===== src/rtl/adpll_pkg.sv =====
// Shared types and defaults for the ADPLL loop-control blocks.
package adpll_pkg;

  localparam int DEF_ERR_W = 8;
  localparam int GAIN_W    = 4;

  typedef enum logic [1:0] {
    ACQUIRE = 2'd0,
    TRACK   = 2'd1,
    LOCKED  = 2'd2
  } sched_state_t;

  typedef struct packed {
    logic [GAIN_W-1:0] kp;
    logic [GAIN_W-1:0] ki;
  } gain_t;

endpackage


===== src/rtl/run_length_counter.sv =====
// Saturating run-length counter: counts consecutive valid hits, zeroes on a
// valid miss, holds on invalid cycles, and clears on request.
module run_length_counter #(
  parameter int CNT_W = 8
) (
  input  logic             gen_clk_i,
  input  logic             reset_i,
  input  logic             valid_i,
  input  logic             hit_i,
  input  logic             clear_i,
  output logic [CNT_W-1:0] count_o
);

  localparam logic [CNT_W-1:0] CNT_MAX = '1;

  logic [CNT_W-1:0] count_d;
  logic [CNT_W-1:0] count_q;

  // Next count: clear wins, then valid hit/miss, otherwise hold.
  always_comb begin
    // NOTE: default assignment first so every path drives count_d and no latch is inferred.
    count_d = count_q;
    if (clear_i) begin
      count_d = '0;
    end else if (valid_i) begin
      if (!hit_i)                 count_d = '0;
      else if (count_q != CNT_MAX) count_d = count_q + CNT_W'(1);
    end
  end

  // Count register with synchronous reset.
  always_ff @(posedge gen_clk_i) begin
    // NOTE: non-blocking assignments in clocked blocks keep all flops updating from pre-edge values.
    if (reset_i) count_q <= '0;
    else         count_q <= count_d;
  end

  assign count_o = count_q;

endmodule


===== src/rtl/loop_gain_scheduler.sv =====
// Steps the ADPLL loop filter through ACQUIRE -> TRACK -> LOCKED based on runs
// of small/large phase error, and drives the matching gain shifts.
module loop_gain_scheduler
  import adpll_pkg::*;
#(
  parameter int ERR_W        = DEF_ERR_W,
  parameter int SHIFT_W      = GAIN_W,
  parameter int CNT_W        = 8,
  parameter int LOCK_TOL     = 4,
  parameter int TRACK_TOL    = 2,
  parameter int UNLOCK_TOL   = 16,
  parameter int LOCK_COUNT   = 16,
  parameter int UNLOCK_COUNT = 4,
  parameter int ACQ_KP       = 1,
  parameter int ACQ_KI       = 4,
  parameter int TRK_KP       = 3,
  parameter int TRK_KI       = 7,
  parameter int LCK_KP       = 4,
  parameter int LCK_KI       = 9
) (
  input  logic               gen_clk_i,
  input  logic               reset_i,
  input  logic               enable_i,
  input  logic               error_valid_i,
  input  logic [ERR_W-1:0]   error_i,
  output logic [SHIFT_W-1:0] kp_shift_o,
  output logic [SHIFT_W-1:0] ki_shift_o,
  output logic               gain_update_o,
  output logic               lock_o,
  output logic [1:0]         state_o
);

  localparam logic [ERR_W-1:0] ERR_MIN      = {1'b1, {(ERR_W-1){1'b0}}};
  localparam logic [ERR_W-1:0] ERR_MAX      = {1'b0, {(ERR_W-1){1'b1}}};
  localparam logic [ERR_W-1:0] LOCK_TOL_V   = ERR_W'(LOCK_TOL);
  localparam logic [ERR_W-1:0] TRACK_TOL_V  = ERR_W'(TRACK_TOL);
  localparam logic [ERR_W-1:0] UNLOCK_TOL_V = ERR_W'(UNLOCK_TOL);
  localparam logic [CNT_W-1:0] GOOD_LAST    = CNT_W'(LOCK_COUNT - 1);
  localparam logic [CNT_W-1:0] BAD_LAST     = CNT_W'(UNLOCK_COUNT - 1);

  function automatic gain_t gains_for(input sched_state_t s);
    gain_t g;
    case (s)
      TRACK:   begin g.kp = GAIN_W'(TRK_KP); g.ki = GAIN_W'(TRK_KI); end
      LOCKED:  begin g.kp = GAIN_W'(LCK_KP); g.ki = GAIN_W'(LCK_KI); end
      default: begin g.kp = GAIN_W'(ACQ_KP); g.ki = GAIN_W'(ACQ_KI); end
    endcase
    return g;
  endfunction

  sched_state_t     state_d, state_q;
  gain_t            gain_d, gain_q;
  logic             lock_d, lock_q;
  logic             update_d, update_q;
  logic [ERR_W-1:0] abs_err;
  logic             good_hit, bad_hit, good_fire, bad_fire, cnt_clear;
  logic [CNT_W-1:0] good_cnt, bad_cnt;

  // Saturating magnitude of the error and per-state good/bad classification.
  always_comb begin
    if (!error_i[ERR_W-1])    abs_err = error_i;
    else if (error_i == ERR_MIN) abs_err = ERR_MAX;
    else                      abs_err = -error_i;
    good_hit = (state_q == ACQUIRE) ? (abs_err <= LOCK_TOL_V) : (abs_err <= TRACK_TOL_V);
    bad_hit  = abs_err > UNLOCK_TOL_V;
  end

  run_length_counter #(.CNT_W(CNT_W)) u_good_cnt (
    .gen_clk_i (gen_clk_i),
    .reset_i   (reset_i),
    .valid_i   (error_valid_i),
    .hit_i     (good_hit),
    .clear_i   (cnt_clear),
    .count_o   (good_cnt)
  );

  run_length_counter #(.CNT_W(CNT_W)) u_bad_cnt (
    .gen_clk_i (gen_clk_i),
    .reset_i   (reset_i),
    .valid_i   (error_valid_i),
    .hit_i     (bad_hit),
    .clear_i   (cnt_clear),
    .count_o   (bad_cnt)
  );

  // Next state and the registered outputs that follow from it; a bad run beats a good run.
  always_comb begin
    good_fire = error_valid_i && good_hit && (good_cnt >= GOOD_LAST);
    bad_fire  = error_valid_i && bad_hit  && (bad_cnt  >= BAD_LAST);
    state_d   = state_q;
    if (!enable_i) begin
      state_d = ACQUIRE;
    end else begin
      case (state_q)
        ACQUIRE: if (good_fire) state_d = TRACK;
        TRACK: begin
          if (bad_fire)       state_d = ACQUIRE;
          else if (good_fire) state_d = LOCKED;
        end
        LOCKED:  if (bad_fire)  state_d = ACQUIRE;
        default: state_d = ACQUIRE;
      endcase
    end
    update_d  = (state_d != state_q);
    cnt_clear = update_d || !enable_i;
    gain_d    = gains_for(state_d);
    lock_d    = (state_d == LOCKED);
  end

  // FSM state and output registers; reset dominates enable.
  always_ff @(posedge gen_clk_i) begin
    if (reset_i) begin
      state_q  <= ACQUIRE;
      gain_q   <= gains_for(ACQUIRE);
      lock_q   <= 1'b0;
      update_q <= 1'b0;
    end else begin
      state_q  <= state_d;
      gain_q   <= gain_d;
      lock_q   <= lock_d;
      update_q <= update_d;
    end
  end

  assign kp_shift_o    = SHIFT_W'(gain_q.kp);
  assign ki_shift_o    = SHIFT_W'(gain_q.ki);
  assign gain_update_o = update_q;
  assign lock_o        = lock_q;
  assign state_o       = state_q;

endmodule


===== config.mk =====
export PLATFORM = sky130hd
export DESIGN_NAME = loop_gain_scheduler
export DESIGN_NICKNAME = d
export VERILOG_FILES = /design/src/rtl/adpll_pkg.sv /design/src/rtl/run_length_counter.sv /design/src/rtl/loop_gain_scheduler.sv
export SDC_FILE = /design/constraint.sdc
export NUM_CORES = 1
export LEC_CHECK = 0
export BUFFER_PORTS_ARGS = -buffer_cell sky130_fd_sc_hd__buf_4
export CAP_MARGIN = 25
export CORE_MARGIN = 2
export CORE_UTILIZATION = 45
export DETAILED_ROUTE_END_ITERATION = 7
export PLACE_DENSITY = 0.7
export SLEW_MARGIN = 20
export SYNTH_ARGS = -nofsm -noshare
export SYNTH_HDL_FRONTEND = slang
export SYNTH_SLANG_ARGS = --single-unit
export TNS_END_PERCENT = 20

===== constraint.sdc =====
create_clock -name gen_clk_i -period 4 [get_ports gen_clk_i]
set_input_delay 0 -clock gen_clk_i [delete_from_list [all_inputs] [get_ports gen_clk_i]]
set_output_delay 0 -clock gen_clk_i [all_outputs]
set_load 0.1 [all_outputs]

==> results.json <==
{
  "ys_async_sr_fraction": 0,
  "grt_pass1_vias": 1316,
  "postSynthAreaPerCell_um2": 8.632,
  "finClkSkew_ns": 0.0007099,
  "synth_edf_count": 0,
  "wl_per_cell_um": 13.82,
  "syn-num-nets": 196,
  "place.gp.congestion": 0.8541,
  "critPathMaxStageDelay_ns": 0.53,
  "pwr-share-clk": 0.256,
  "setup_viol": 0,
  "die_y_um": 62.43,
  "use_met2": 0.3132,
  "met3_usage": 0.04324,
  "synth-seq-cells": 23,
  "power.share.combinational": 0.169,
  "firstDrtPassIters": 4,
  "r2r_setup_slack_ns": 1.58,
  "period_needed_ns": 2.418,
  "powerDensity_nw_per_um2": 232.2,
  "cts_setup_buffers": 0,
  "vias_per_cell": 5.698,
  "finalHoldViolations": 0,
  "yosysTopAreaCell": "dfxtp_1",
  "ant_nets": 0,
  "syn_area_um2": 1536,
  "layout_commonest_cell": "dfxtp_1",
  "rows": 21,
  "io_buffers": 22,
  "dp_cells": 236,
  "power.switching_w": 0.0001081,
  "cts_made_buffers": 3,
  "synth_warnings": 0,
  "track_usage": 0.1793,
  "synth_top_area_frac": 0.2997,
  "max_slew_margin": 0.6529,
  "crit_slowest_cell": "or4_1",
  "cp.required_ns": 4.25,
  "cp_cell_sequence": "or4_1 -> o21ai_0 -> o21ai_1 -> o21a_1 -> or3b_1 -> ha_1 -> nor2_1",
  "fmaxAchievable_ghz": 0.4135,
  "top_usage_layer": "met2",
  "ios": 24,
  "drive_gt1_frac": 0.2347,
  "area_delta_synth_final_pct": 13.27,
  "rsz0062_at_grt": "false",
  "totalWireLength_mm": 3.345,
  "worst_pin_slew_ns": 0.5150,
  "finalNetCount": 215,
  "grt_max_degree": 21,
  "core_um2": 3311,
  "p_leak_nw": 0.6346,
  "max_cap_violations": 0,
  "critical_path_arrival_ns": 2.67,
  "p_int_w": 0.0002960,
  "final-max-slew-violation-count": 0,
  "yosysSeqAreaShare": 0.2997,
  "min_path_type": "in -> reg",
  "hpwl_mm": 2.544,
  "ir_worst_vdd_uv": 169.0,
  "status": "complete, no violations",
  "ctsLongestPathBuffers": 2,
  "fillerInstances": 350,
  "start_util": 0.4641,
  "worst_setup_path_end_kind": "flop",
  "synthCells": 178,
  "clock_latency_ns": 0.30,
  "num_vias": 1379,
  "reg2reg_depth": 7,
  "insertedDiodeCount": 0,
  "path_depth": 7,
  "total_power_w": 0.0004041,
  "root_buffer": "clkbuf_4",
  "period_share": 0.6046,
  "cts.htree.levels": 1,
  "crit_type": "reg -> reg",
  "critPathBufInv": 0,
  "mostFrequentLayoutCells": "dfxtp_1, buf_4, nor2_1",
  "cts_tree": "yes",
  "synth.distinct_cells": 58,
  "pwr-share-seq": 0.576,
  "cts_sinks": 23,
  "grt_pass1_wl_mm": 5.747,
  "ys.flop_type": "dfxtp_1",
  "antenna_found_initial": 0,
  "setup_tns_ns": 0,
  "die_width_um": 62.43,
  "drtIter0Drc": 87,
  "grt_overflow_total": 0,
  "clkSlewWorstSetupHoldPaths_ns": 0.12,
  "final_cells": 242,
  "swShare": 0.2675,
  "crit_family": "simple AND/OR/NAND/NOR gates",
  "cp_max_fo": 5,
  "synth.top_cells.by_area": "dfxtp_1, ha_1, nor2_1",
  "hold_depth": 2,
  "use_met1": 0.2192,
  "worst_setup_path_start_kind": "flop",
  "route.detailed.drc": 0,
  "die-area_um2": 3898
}
[per-layer routing]
metal  vias up  share of wire
li1        693              -
met1       654           0.43
met2        28           0.52
met3         4          0.034
met4         0          0.011
met5         -              0
[power groups by stage]
stage          Sequential, W  Combinational [W]  Clock, W
5_1_grt             0.000233          0.0000748  0.000119
3_5_place_dp        0.000238          0.0000662         0
6_report            0.000233          0.0000681  0.000103
2_1_floorplan       0.000237          0.0000464         0
3_3_place_gp        0.000238          0.0000630         0
4_1_cts             0.000233          0.0000672  0.000109
[synthesized netlist by cell type, types with 2 or more instances]
master,number
xor2_1,4
a22oi_1,3
nor4_1,3
and4_1,2
and3_1,5
or3_1,4
nand3_1,7
buf_4,5
clkbuf_1,3
nor2_1,18
o21ai_2,4
nor3_2,3
nor3b_1,2
nand2b_1,2
ha_1,6
nor4b_1,2
o21ai_0,5
nor2b_1,3
dfxtp_1,23
xnor2_1,4
nand2_1,13
a211oi_2,2
inv_1,5
or4_1,2
nand4_1,3
a21oi_1,5
nor3_1,7
a31oi_1,3
[area by class of cell]
cell class,instances,area (um^2),area share
flip-flops and latches,23,460.4,0.2646
well taps,46,57.56,0.03307
clock buffers,4,26.28,0.01510
inverters,5,18.77,0.01078
multi-input cells,140,992.2,0.5701
repair buffers,24,185.2,0.1064
[stage by stage]
stage | cell area [um^2] | hold slack [ns] | util | setup slack, ns
CTS | 1730 | 0.005209 | 0.5227 | 1.573
finish | 1740 | 0.04999 | 0.5257 | 1.582
global route | 1740 | 0.05927 | 0.5257 | 1.456
detailed placement | 1694 | 0.2255 | 0.5117 | 1.423
global placement | 1694 | 0.2144 | 0.5117 | 1.560
floorplan | 1536 | 0.06669 | - | 1.080
[flip-flops by register name, summed over array words and instances (netlist names)]
signal / cells
ki_shift_o: 4
u_bad_cnt.count_o: 8
u_good_cnt.count_o: 8
gain_update_o: 1
state_o: 2
[worst reg2reg max path: cells and delay by family (launching register included)]
| family | cells | cell delay, ns |
|---|---|---|
| compound gates | 3 | 0.71 |
| fa+ha+maj | 1 | 0.30 |
| flops | 1 | 0.36 |
| simple gates | 3 | 1.01 |
[final timing paths]
check,from,to
worst min-delay path,error_valid_i,u_good_cnt.count_o[6]
worst max-delay path,u_good_cnt.count_o[4],ki_shift_o[0]
worst min register to register,u_bad_cnt.count_o[5],u_bad_cnt.count_o[5]
worst max register to register,u_good_cnt.count_o[4],ki_shift_o[0]
[logic make-up after synthesis]
kind of cell             count (synthesis)  synth area share
AND/OR/NAND/NOR                         86            0.3298
flip-flops                              23            0.2997
XOR/XNOR                                 8           0.04560
adder cells (fa/ha/maj)                  6           0.04886
buffers and inverters                   15           0.05456
AO/OA/AOI/OAI                           37            0.2052
multiplexers                             2           0.01384
other                                    1          0.002441
[what timing repair did]
| action | in CTS | in global routing |
|---|---|---|
| hold buffers | 1 | 1 |
| hold endpoints to repair | 7 | 1 |
| resized for setup | 0 | 0 |
(Power assumes the default switching activity.)
